`config.mk`:
```
export PLATFORM = sky130hd
export DESIGN_NAME = ili9341_seq_flat
export DESIGN_NICKNAME = d
export VERILOG_FILES = /design/src/rtl/ili9341_seq_if.sv /design/src/rtl/ili9341_seq.sv /design/src/flat_wrapper.sv
export SDC_FILE = /design/constraint.sdc
export NUM_CORES = 1
export LEC_CHECK = 0
export CAP_MARGIN = 20
export CORE_MARGIN = 8
export CORE_UTILIZATION = 49
export DETAILED_ROUTE_END_ITERATION = 16
export MAX_ROUTING_LAYER = met4
export PLACE_DENSITY = 0.77
export SLEW_MARGIN = 15
export SYNTH_ARGS = -nofsm -noshare
export SYNTH_HDL_FRONTEND = slang
export SYNTH_SLANG_ARGS = --single-unit
```
`constraint.sdc`:
```
create_clock -name clk -period 3.9 [get_ports clk]
set_clock_uncertainty 0.05 [all_clocks]
set_input_delay 0.585 -clock clk [delete_from_list [all_inputs] [get_ports clk]]
set_output_delay 0.585 -clock clk [all_outputs]
set_load 0.01 [all_outputs]
```
`src/rtl/ili9341_seq_if.sv`:
```
// Signal bundle between the ILI9341 sequencer, its control/pixel source, the SPI byte engine and the panel.
interface ili9341_seq_if;
   logic        start_init;
   logic        init_done;
   logic        win_start;
   logic [15:0] x0;
   logic [15:0] x1;
   logic [15:0] y0;
   logic [15:0] y1;
   logic        pix_valid;
   logic [15:0] pix_data;
   logic        pix_last;
   logic        pix_ready;
   logic        busy;
   logic        spi_send;
   logic [7:0]  spi_byte;
   logic        spi_load;
   logic        spi_done;
   logic        lcd_dc;
   logic        lcd_cs_n;
   logic        lcd_rst_n;

   modport slave (
      input  start_init, win_start, x0, x1, y0, y1, pix_valid, pix_data, pix_last, spi_load, spi_done,
      output init_done, pix_ready, busy, spi_send, spi_byte, lcd_dc, lcd_cs_n, lcd_rst_n
   );

   modport master (
      output start_init, win_start, x0, x1, y0, y1, pix_valid, pix_data, pix_last, spi_load, spi_done,
      input  init_done, pix_ready, busy, spi_send, spi_byte, lcd_dc, lcd_cs_n, lcd_rst_n
   );
endinterface

```
`src/rtl/ili9341_seq.sv`:
```
// ILI9341 command/data sequencer: power-up init script, then CASET/PASET/RAMWR window writes with RGB565 streaming.
module ili9341_seq #(
   parameter int unsigned RST_CYCLES = 1000,
   parameter int unsigned RST_WAIT   = 600000,
   parameter int unsigned SLP_WAIT   = 12000000,
   parameter int unsigned CNT_W      = 24
) (
   input logic          clk,
   input logic          rst,
   ili9341_seq_if.slave bus
);
   localparam int unsigned IDX_W  = 4;
   localparam int unsigned BYTE_W = 8;
   localparam logic [IDX_W-1:0] INIT_LAST   = IDX_W'(8);
   localparam logic [IDX_W-1:0] WIN_LAST    = IDX_W'(10);
   localparam logic [CNT_W-1:0] RST_CYC_TC  = CNT_W'(RST_CYCLES - 1);
   localparam logic [CNT_W-1:0] RST_WAIT_TC = CNT_W'(RST_WAIT - 1);
   localparam logic [CNT_W-1:0] SLP_WAIT_TC = CNT_W'(SLP_WAIT - 1);

   typedef enum logic [3:0] {
      UNINIT, HW_RST, HW_WAIT, INIT_BYTE, INIT_WAIT, INIT_DELAY, IDLE,
      WIN_BYTE, WIN_WAIT, PIX_GET, PIX_HI, PIX_LO, FINISH
   } state_t;

   state_t            state_q, state_d;
   logic [CNT_W-1:0]  cnt_q, cnt_d;
   logic [IDX_W-1:0]  idx_q, idx_d, idx_nxt;
   logic [15:0]       x0_q, x0_d, x1_q, x1_d, y0_q, y0_d, y1_q, y1_d;
   logic [BYTE_W-1:0] pix_lo_q, pix_lo_d;
   logic              last_q, last_d, sent_q, sent_d;
   logic              init_done_q, init_done_d, pix_ready_q, pix_ready_d, busy_q, busy_d;
   logic              spi_send_q, spi_send_d, lcd_dc_q, lcd_dc_d;
   logic              lcd_cs_n_q, lcd_cs_n_d, lcd_rst_n_q, lcd_rst_n_d;
   logic [BYTE_W-1:0] spi_byte_q, spi_byte_d;

   // {dc, byte} of each init script entry
   function automatic logic [BYTE_W:0] init_rom(input logic [IDX_W-1:0] i);
      logic [BYTE_W:0] r;
      case (i)
         4'd0:    r = {1'b0, 8'h01};
         4'd1:    r = {1'b0, 8'h11};
         4'd2:    r = {1'b0, 8'h3A};
         4'd3:    r = {1'b1, 8'h55};
         4'd4:    r = {1'b0, 8'h36};
         4'd5:    r = {1'b1, 8'h48};
         4'd6:    r = {1'b0, 8'h29};
         4'd7:    r = {1'b0, 8'h2C};
         default: r = {1'b0, 8'h00};
      endcase
      return r;
   endfunction

   // {dc, byte} of each window-setup entry; bounds go out big-endian
   function automatic logic [BYTE_W:0] win_rom(input logic [IDX_W-1:0] i, input logic [15:0] a0,
                                               input logic [15:0] a1, input logic [15:0] b0,
                                               input logic [15:0] b1);
      logic [BYTE_W:0] r;
      case (i)
         4'd0:    r = {1'b0, 8'h2A};
         4'd1:    r = {1'b1, a0[15:8]};
         4'd2:    r = {1'b1, a0[7:0]};
         4'd3:    r = {1'b1, a1[15:8]};
         4'd4:    r = {1'b1, a1[7:0]};
         4'd5:    r = {1'b0, 8'h2B};
         4'd6:    r = {1'b1, b0[15:8]};
         4'd7:    r = {1'b1, b0[7:0]};
         4'd8:    r = {1'b1, b1[15:8]};
         4'd9:    r = {1'b1, b1[7:0]};
         default: r = {1'b0, 8'h2C};
      endcase
      return r;
   endfunction

   always_comb begin
      state_d     = state_q;
      cnt_d       = cnt_q;
      idx_d       = idx_q;
      x0_d        = x0_q;
      x1_d        = x1_q;
      y0_d        = y0_q;
      y1_d        = y1_q;
      pix_lo_d    = pix_lo_q;
      last_d      = last_q;
      sent_d      = sent_q;
      init_done_d = init_done_q;
      pix_ready_d = 1'b0;
      spi_send_d  = 1'b0;
      spi_byte_d  = spi_byte_q;
      lcd_dc_d    = lcd_dc_q;
      lcd_cs_n_d  = lcd_cs_n_q;
      lcd_rst_n_d = lcd_rst_n_q;
      idx_nxt     = idx_q + IDX_W'(1);

      case (state_q)
         UNINIT, IDLE: begin
            // init_done is only ever set in IDLE, so win_start is inert in UNINIT
            if (bus.start_init) begin
               init_done_d = 1'b0;
               lcd_rst_n_d = 1'b0;
               cnt_d       = '0;
               state_d     = HW_RST;
            end else if (bus.win_start && init_done_q) begin
               x0_d       = bus.x0;
               x1_d       = bus.x1;
               y0_d       = bus.y0;
               y1_d       = bus.y1;
               idx_d      = '0;
               {lcd_dc_d, spi_byte_d} = win_rom(IDX_W'(0), bus.x0, bus.x1, bus.y0, bus.y1);
               lcd_cs_n_d = 1'b0;
               state_d    = WIN_BYTE;
            end
         end
         HW_RST: begin
            if (cnt_q == RST_CYC_TC) begin
               cnt_d       = '0;
               lcd_rst_n_d = 1'b1;
               state_d     = HW_WAIT;
            end else begin
               cnt_d = cnt_q + CNT_W'(1);
            end
         end
         HW_WAIT: begin
            if (cnt_q == RST_WAIT_TC) begin
               cnt_d      = '0;
               idx_d      = '0;
               {lcd_dc_d, spi_byte_d} = init_rom(IDX_W'(0));
               lcd_cs_n_d = 1'b0;
               state_d    = INIT_BYTE;
            end else begin
               cnt_d = cnt_q + CNT_W'(1);
            end
         end
         INIT_BYTE, WIN_BYTE: begin
            if (bus.spi_load) begin
               spi_send_d = 1'b1;
               state_d    = (state_q == INIT_BYTE) ? INIT_WAIT : WIN_WAIT;
            end
         end
         INIT_WAIT: begin
            if (bus.spi_done) begin
               if (idx_q < IDX_W'(2)) begin
                  cnt_d   = '0;
                  state_d = INIT_DELAY;
               end else if (idx_q == INIT_LAST) begin
                  lcd_cs_n_d  = 1'b1;
                  init_done_d = 1'b1;
                  state_d     = IDLE;
               end else begin
                  idx_d   = idx_nxt;
                  {lcd_dc_d, spi_byte_d} = init_rom(idx_nxt);
                  state_d = INIT_BYTE;
               end
            end
         end
         INIT_DELAY: begin
            // SWRESET (index 0) and SLPOUT (index 1) are the only delayed entries
            if (cnt_q == ((idx_q == '0) ? RST_WAIT_TC : SLP_WAIT_TC)) begin
               cnt_d   = '0;
               idx_d   = idx_nxt;
               {lcd_dc_d, spi_byte_d} = init_rom(idx_nxt);
               state_d = INIT_BYTE;
            end else begin
               cnt_d = cnt_q + CNT_W'(1);
            end
         end
         WIN_WAIT: begin
            if (bus.spi_done) begin
               if (idx_q == WIN_LAST) begin
                  pix_ready_d = 1'b1;
                  state_d     = PIX_GET;
               end else begin
                  idx_d   = idx_nxt;
                  {lcd_dc_d, spi_byte_d} = win_rom(idx_nxt, x0_q, x1_q, y0_q, y1_q);
                  state_d = WIN_BYTE;
               end
            end
         end
         PIX_GET: begin
            if (bus.pix_valid && pix_ready_q) begin
               pix_lo_d   = bus.pix_data[7:0];
               last_d     = bus.pix_last;
               lcd_dc_d   = 1'b1;
               spi_byte_d = bus.pix_data[15:8];
               sent_d     = 1'b0;
               state_d    = PIX_HI;
            end else begin
               pix_ready_d = 1'b1;
            end
         end
         PIX_HI, PIX_LO: begin
            // sent_q splits each pixel byte state into issue and wait-for-done halves
            if (!sent_q) begin
               if (bus.spi_load) begin
                  spi_send_d = 1'b1;
                  sent_d     = 1'b1;
               end
            end else if (bus.spi_done) begin
               sent_d = 1'b0;
               if (state_q == PIX_HI) begin
                  spi_byte_d = pix_lo_q;
                  state_d    = PIX_LO;
               end else if (last_q) begin
                  lcd_cs_n_d = 1'b1;
                  state_d    = FINISH;
               end else begin
                  pix_ready_d = 1'b1;
                  state_d     = PIX_GET;
               end
            end
         end
         FINISH:  state_d = IDLE;
         default: state_d = UNINIT;
      endcase

      busy_d = (state_d != UNINIT) && (state_d != IDLE);
   end

   always_ff @(posedge clk or posedge rst) begin
      if (rst) begin
         state_q     <= UNINIT;
         cnt_q       <= '0;
         idx_q       <= '0;
         x0_q        <= '0;
         x1_q        <= '0;
         y0_q        <= '0;
         y1_q        <= '0;
         pix_lo_q    <= '0;
         last_q      <= 1'b0;
         sent_q      <= 1'b0;
         init_done_q <= 1'b0;
         pix_ready_q <= 1'b0;
         busy_q      <= 1'b0;
         spi_send_q  <= 1'b0;
         spi_byte_q  <= '0;
         lcd_dc_q    <= 1'b0;
         lcd_cs_n_q  <= 1'b1;
         lcd_rst_n_q <= 1'b1;
      end else begin
         state_q     <= state_d;
         cnt_q       <= cnt_d;
         idx_q       <= idx_d;
         x0_q        <= x0_d;
         x1_q        <= x1_d;
         y0_q        <= y0_d;
         y1_q        <= y1_d;
         pix_lo_q    <= pix_lo_d;
         last_q      <= last_d;
         sent_q      <= sent_d;
         init_done_q <= init_done_d;
         pix_ready_q <= pix_ready_d;
         busy_q      <= busy_d;
         spi_send_q  <= spi_send_d;
         spi_byte_q  <= spi_byte_d;
         lcd_dc_q    <= lcd_dc_d;
         lcd_cs_n_q  <= lcd_cs_n_d;
         lcd_rst_n_q <= lcd_rst_n_d;
      end
   end

   assign bus.init_done = init_done_q;
   assign bus.pix_ready = pix_ready_q;
   assign bus.busy      = busy_q;
   assign bus.spi_send  = spi_send_q;
   assign bus.spi_byte  = spi_byte_q;
   assign bus.lcd_dc    = lcd_dc_q;
   assign bus.lcd_cs_n  = lcd_cs_n_q;
   assign bus.lcd_rst_n = lcd_rst_n_q;
endmodule

```
`src/flat_wrapper.sv`:
```
// flat-port wrapper written by rule: the top's interface ports become plain ports
module ili9341_seq_flat 
#(
   parameter int unsigned RST_CYCLES = 1000,
   parameter int unsigned RST_WAIT   = 600000,
   parameter int unsigned SLP_WAIT   = 12000000,
   parameter int unsigned CNT_W      = 24
)
  (clk, rst, bus_start_init, bus_win_start, bus_x0, bus_x1, bus_y0, bus_y1, bus_pix_valid, bus_pix_data, bus_pix_last, bus_spi_load, bus_spi_done, bus_init_done, bus_pix_ready, bus_busy, bus_spi_send, bus_spi_byte, bus_lcd_dc, bus_lcd_cs_n, bus_lcd_rst_n);
  ili9341_seq_if bus_i ();
  input logic clk;
  input logic rst;
  input wire logic [$bits(bus_i.start_init)-1:0] bus_start_init;
  input wire logic [$bits(bus_i.win_start)-1:0] bus_win_start;
  input wire logic [$bits(bus_i.x0)-1:0] bus_x0;
  input wire logic [$bits(bus_i.x1)-1:0] bus_x1;
  input wire logic [$bits(bus_i.y0)-1:0] bus_y0;
  input wire logic [$bits(bus_i.y1)-1:0] bus_y1;
  input wire logic [$bits(bus_i.pix_valid)-1:0] bus_pix_valid;
  input wire logic [$bits(bus_i.pix_data)-1:0] bus_pix_data;
  input wire logic [$bits(bus_i.pix_last)-1:0] bus_pix_last;
  input wire logic [$bits(bus_i.spi_load)-1:0] bus_spi_load;
  input wire logic [$bits(bus_i.spi_done)-1:0] bus_spi_done;
  output wire logic [$bits(bus_i.init_done)-1:0] bus_init_done;
  output wire logic [$bits(bus_i.pix_ready)-1:0] bus_pix_ready;
  output wire logic [$bits(bus_i.busy)-1:0] bus_busy;
  output wire logic [$bits(bus_i.spi_send)-1:0] bus_spi_send;
  output wire logic [$bits(bus_i.spi_byte)-1:0] bus_spi_byte;
  output wire logic [$bits(bus_i.lcd_dc)-1:0] bus_lcd_dc;
  output wire logic [$bits(bus_i.lcd_cs_n)-1:0] bus_lcd_cs_n;
  output wire logic [$bits(bus_i.lcd_rst_n)-1:0] bus_lcd_rst_n;
  assign bus_i.start_init = bus_start_init;
  assign bus_i.win_start = bus_win_start;
  assign bus_i.x0 = bus_x0;
  assign bus_i.x1 = bus_x1;
  assign bus_i.y0 = bus_y0;
  assign bus_i.y1 = bus_y1;
  assign bus_i.pix_valid = bus_pix_valid;
  assign bus_i.pix_data = bus_pix_data;
  assign bus_i.pix_last = bus_pix_last;
  assign bus_i.spi_load = bus_spi_load;
  assign bus_i.spi_done = bus_spi_done;
  assign bus_init_done = bus_i.init_done;
  assign bus_pix_ready = bus_i.pix_ready;
  assign bus_busy = bus_i.busy;
  assign bus_spi_send = bus_i.spi_send;
  assign bus_spi_byte = bus_i.spi_byte;
  assign bus_lcd_dc = bus_i.lcd_dc;
  assign bus_lcd_cs_n = bus_i.lcd_cs_n;
  assign bus_lcd_rst_n = bus_i.lcd_rst_n;
  ili9341_seq #(.RST_CYCLES(RST_CYCLES), .RST_WAIT(RST_WAIT), .SLP_WAIT(SLP_WAIT), .CNT_W(CNT_W)) u_core (.clk(clk), .rst(rst), .bus(bus_i));
endmodule
```
After elaboration in Yosys (flattened, before gate mapping)
Memories as Yosys holds them, arrays and structs flattened.
Cells that the tools add are included.
{ "totals": {"regBits": 121, "rom_bits": 128, "inputBits": 88, "out_inout_bits": 15, "wordCells": 189, "mem_count": 2} }
{ "classes": {"addsub": 2, "order_cmp": 1, "n_eq_ne": 46, "mux": 91, "n_bitwise": 1, "n_reduce_logical": 28} }
{ "mem_list": {"columns": ["name", "words", "word_bits", "rd", "rd_clocked_by_memory_dff", "write_ports", "line", "text"], "rows": [
  ["(no name shown)", 8, 8, 1, 0, 0, "ili9341_seq.sv:39", "case (i)"],
  ["(no name shown)", 8, 8, 1, 0, 0, "ili9341_seq.sv:39", null]
]} }
{ "ops": {"columns": ["operator", "count"], "rows": [
  ["$mux 24", 7],
  ["$pmux 24 s5", 1],
  ["$mux 8", 13],
  ["$mux 4", 24],
  ["$pmux 9 s10", 1],
  ["$pmux 8 s7", 1],
  ["$pmux 4 s10", 1],
  ["$eq 4x4->1 const B", 9],
  ["$eq 4x3->1 const B", 8],
  ["$mux 1", 31],
  ["$add 24x1->24 const B", 1],
  ["$eq 24x10->1 const B", 1],
  ["$eq 24x20->1 const B", 1],
  ["$eq 24x24->1", 1],
  ["$reduce_and 11->1", 2],
  ["$ne 2x1->1 const B", 10],
  ["$pmux 4 s5", 1],
  ["$mux 9", 2],
  ["$ne 2x2->1 const B", 9],
  ["$eq 4x2->1 const B", 4],
  ["$reduce_and 14->1", 1],
  ["$logic_not 4->1", 3],
  ["$reduce_and 10->1", 1],
  ["$reduce_bool 5->1", 2],
  ["other kinds (20)", 34]
]} }

Longest topological paths before layout
{ "logic_depth": {"depth_word": 7, "depth_mapped": 11, "depth_no_buf": 9} }

Least setup slack after synthesis
Ideal clock, no wire load.
{ "synth_timing": {"path_type": "flip-flop to flip-flop", "start": "reg u_core.idx_q[1]", "end": "reg u_core.spi_byte_q[0], in the netlist u_core.bus.spi_byte[0]", "setup_time_ns": 0.125, "arrival_time_ns": 2.871, "required_ns": 3.725, "setup_slack_ns": 0.855, "stages_incl_launch_ff": 11, "path_buffers": 1, "period_less_slack_ns": 3.045, "path_cell_list": "dfrtp_1 > clkbuf_1 > inv_1 > ha_1 > or3b_2 > nor4_1 > o21bai_1 > a211oi_2 > nand2_2 > a211oi_4 > mux2_2"} }
{ "synth_between": {"elab_chain_len": 7, "word_cells_on_any_way": 34, "classes_between": "add/sub: 1; order compare: 1; eq/ne: 16; mux: 11; reduce/logical: 3; memory: 2"} }
{ "synth_rtl": {"columns": ["item", "line", "text"], "rows": [
  ["from (decl)", "ili9341_seq.sv:27", "logic [IDX_W-1:0] idx_q, idx_d, idx_nxt;"],
  ["from (signal assigned)", "ili9341_seq.sv:241", "idx_q <= idx_d;"],
  ["$add 4x1->4", "ili9341_seq.sv:92", "idx_nxt = idx_q + IDX_W'(1);"],
  ["$mem_v2 8x8", null, null],
  ["$mux 9", "ili9341_seq.sv:39", null],
  ["$mux 8", "ili9341_seq.sv:144", "end else if (idx_q == INIT_LAST) begin"],
  ["$mux 8", "ili9341_seq.sv:141", "if (idx_q < IDX_W'(2)) begin"],
  ["$mux 8", "ili9341_seq.sv:140", "if (bus.spi_done) begin"],
  ["$pmux 8 s7", "ili9341_seq.sv:94", "case (state_q)"],
  ["to (signal assigned)", "ili9341_seq.sv:253", "spi_byte_q <= spi_byte_d;"],
  ["to (decl)", "ili9341_seq.sv:34", "logic [BYTE_W-1:0] spi_byte_q, spi_byte_d;"]
]} }
Parallel ways exist; a longest one is shown, timed or not. The select of a mux whose other input is x is not followed.
A chain may end at the register's enable or synchronous reset.

Worst setup path after layout
{ "layout_timing": {"start": "reg u_core.idx_q[0]", "end": "reg u_core.spi_byte_q[3], in the netlist u_core.bus.spi_byte[3]"} }
Same word-level chain as after synthesis.

==> reports/qor.txt <==
Via count: 5868
Worst VDD drop: 321 µV
Least-Margin Pin Slew: 0.690 ns
Post-CTS Setup Bufs: 0
Worst Hold Class: reg2reg
Avg WL per Cell: 19.5 µm
Slowest-stage cell, CP: dfrtp_1
DRT iter0 DRCs: 674
Routed metal-1 wire length: 8220 µm
CP cell instances: inv_1 > ha_1 > or3b_2 > nor4_1 > o21bai_1 > a211oi_2 > nand2_2 > a211oi_4 > mux2_2
Gr ovfl total: 0
GRT Resource Usage Total: 22.2%
Total nets after synthesis: 769
Top cells by area, synth: dfrtp_1 (44%), mux2_2 (14%), nand2_1 (3.5%)
Sequential element share of the synthesized area: 45.2%
Synth Flop Type: dfrtp_1
Total wire length: 18700 µm
Area growth, synth to finish: 28.0%
Post-CTS sizing: 0
Largest net degree at the start of global routing: 71
CP max stage delay: 0.48 ns
Netlist cell types: 67
Power Density: 388 mW/mm²
Num Clock Sinks: 121
Width of the die: 133 µm
Critical Path RT: 4.15 ns
Startpoint types: register
Lkg Pwr: 3.70 nW
Initial antenna violation count: 0
Buffers on Ports: 102
Final RePlAce weighted congestion: 0.901
CP Capture Type: register
I/O Pins: 103
Post-synthesis async set-or-reset flop share: 100%
Post-Syn Area: 0.00670 mm²
Max Slew Vio Count: 0
Max clock buf depth: 2
DR pass1 iterations: 5
Metal2 WL: 8960 µm
Met3 WL: 1010 µm
EDFF count, synth: 0
Outcome: completed
Top cell type's share of synthesized area: 44.5%
Tcrit/Tclk final: 85.2%
Final net count: 866
Die Y-Extent: 133 µm
H-tree lvl count: 4
Setup tns final: 0 ns
CTS Root Cell: clkbuf_16
Worst-path clk slew: 0.06 ns
Unrepaired setup endpoints after global routing: false
WP data arrival: 3.58 ns
Layout Utilization: 64.5%
Initial Util: 50.4%
Max-cap violation count: 0
Vias/cell: 6.11
Core region area: 0.0133 mm²
DRC violations left: 0
Diode count: 0
Clock latency at the later pin of the worst-skew pair: 0.42 ns
Dpl ws: 0.477 ns
Final setup fails: 0
Fraction of layout cells with a size suffix above 1: 18.5%
Cells after synthesis: 674
CTS Hold Bufs: 0
Row cnt: 42
Upper clock frequency limit: 301 MHz
Post-DP HPWL: 13600 µm
Die ar.: 0.0177 mm²
Minimum clock period: 3.32 ns
Flop and latch count out of synthesis: 121
Highest routed layer: met4
Ys Warns: 0
Max-slew headroom: 53.3%
Synth area leader: dfrtp_1
Syn Area/Cell: 9.94 µm²
Critical path type: reg2reg
Crit path max fanout: 10
Vias in the first global route: 6129
Setup ws final: 0.579 ns
DRT antenna net count: 0
Final Hold Fails: 0
Total CTS buffers: 17
CTS tree: yes
Worst R2R Setup Slack: 0.58 ns
First-pass GRT wire length: 30900 µm
==> Yosys cell counts, types with 4 or more instances <==
| master | count |
|---|---|
| a211oi_1 | 6 |
| a21o_1 | 4 |
| a21oi_1 | 33 |
| a222oi_1 | 4 |
| a22oi_1 | 20 |
| a31oi_1 | 12 |
| and2_1 | 6 |
| and3_1 | 9 |
| and4_1 | 4 |
| buf_1 | 5 |
| clkbuf_1 | 36 |
| dfrtp_1 | 119 |
| ha_1 | 7 |
| inv_1 | 12 |
| mux2_2 | 81 |
| nand2_1 | 62 |
| nand2b_1 | 7 |
| nand3_1 | 17 |
| nand4_1 | 9 |
| nand4b_1 | 4 |
| nor2_1 | 56 |
| nor2b_1 | 7 |
| nor3_1 | 12 |
| nor4_1 | 7 |
| nor4b_1 | 5 |
| o21a_1 | 4 |
| o21ai_0 | 29 |
| o221ai_1 | 4 |
| o22ai_1 | 9 |
| o31ai_1 | 5 |
| xnor2_1 | 10 |
| xor2_1 | 8 |
==> worst max-delay path: cells and delay by family (launching register included) <==
kind            cells  cell delay (ns)
buf+inv             1             0.17
flops               1             0.48
fa+ha+maj           1             0.18
mux                 1             0.40
simple gates        3             0.91
compound gates      3             1.01
==> through the flow <==
step	std cells	area [µm²]	power [mW]	hold slack, ns
4_1_cts	960	8570	3.35	0.442
2_1_floorplan	674	6700	1.53	0.417
6_report	960	8570	3.33	0.435
3_5_place_dp	928	7950	1.69	0.434
3_3_place_gp	928	7950	1.68	0.432
5_1_grt	960	8570	3.45	0.471
==> sequential cells by signal (all words and copies together) (netlist names), 4 cells and up <==
| register | flops |
|---|---|
| u_core.bus.spi_byte | 8 |
| u_core.cnt_q | 24 |
| u_core.idx_q | 4 |
| u_core.pix_lo_q | 8 |
| u_core.state_q | 4 |
| u_core.x0_q | 16 |
| u_core.x1_q | 16 |
| u_core.y0_q | 16 |
| u_core.y1_q | 16 |
==> path summary, 6_finish.rpt <==
kind,from,endpoint,cells after the start
hold / removal,u_core.bus.lcd_rst_n$_DFFE_PP1P_,u_core.bus.lcd_rst_n$_DFFE_PP1P_,2
hold reg to reg,u_core.bus.lcd_rst_n$_DFFE_PP1P_,u_core.bus.lcd_rst_n$_DFFE_PP1P_,2
min in group asynchronous,rst,u_core.x1_q[9]$_DFFE_PP0P_,2
setup reg to reg,u_core.idx_q[0]$_DFFE_PP0P_,u_core.bus.spi_byte[3]$_DFFE_PP0P_,9
setup / recovery,u_core.idx_q[0]$_DFFE_PP0P_,u_core.bus.spi_byte[3]$_DFFE_PP0P_,9
max in group asynchronous,rst,u_core.pix_lo_q[3]$_DFFE_PP0P_,3
==> where the power goes <==
group	internal [mW]	switching (mW)	leakage, nW	total, mW
logic	0.166	0.141	1.77	0.307
registers	1.31	0.0625	1.64	1.37
clock network	1.07	0.587	0.296	1.66
total	2.54	0.790	3.70	3.33
==> layout by cell type, fill, tap and decap left out, drive strengths merged, types with 10 or more instances in the layout <==
cell type,netlist,routed
a22oi,20,20
a31oi,12,12
xnor2,10,10
clkbuf,36,17
clkdlybuf4s50,0,102
nor3,12,12
and3,10,10
nor2,56,56
nand3,17,17
a21oi,33,33
buf,5,17
o21ai,30,30
mux2,81,81
dfrtp,119,119
nand2,63,63
inv,12,14
==> area by class of cell <==
type	count	area, µm²
Clock buffer	17	425
Clock inverter	15	200
Fill cell	1056	4720
Inverter	12	47.5
Multi-Input combinational cell	500	3480
Sequential cell	121	3030
Tap cell	176	220
Timing Repair Buffer	119	1170
==> cells by family after synthesis <==
family,after synthesis,share of synthesized area (%)
simple gates,223,16.8
compound gates,168,17.3
flops,121,45.2
mux,83,13.9
buf+inv,53,2.97
xor+xnor,18,2.35
fa+ha+maj,8,1.46
==> layer usage <==
metal,track usage [%],up-vias
met5,-,-
met4,9.53,0
met3,4.88,47
met2,34.5,221
met1,27.3,2904
li1,-,2696
(Power assumes the default switching activity.)
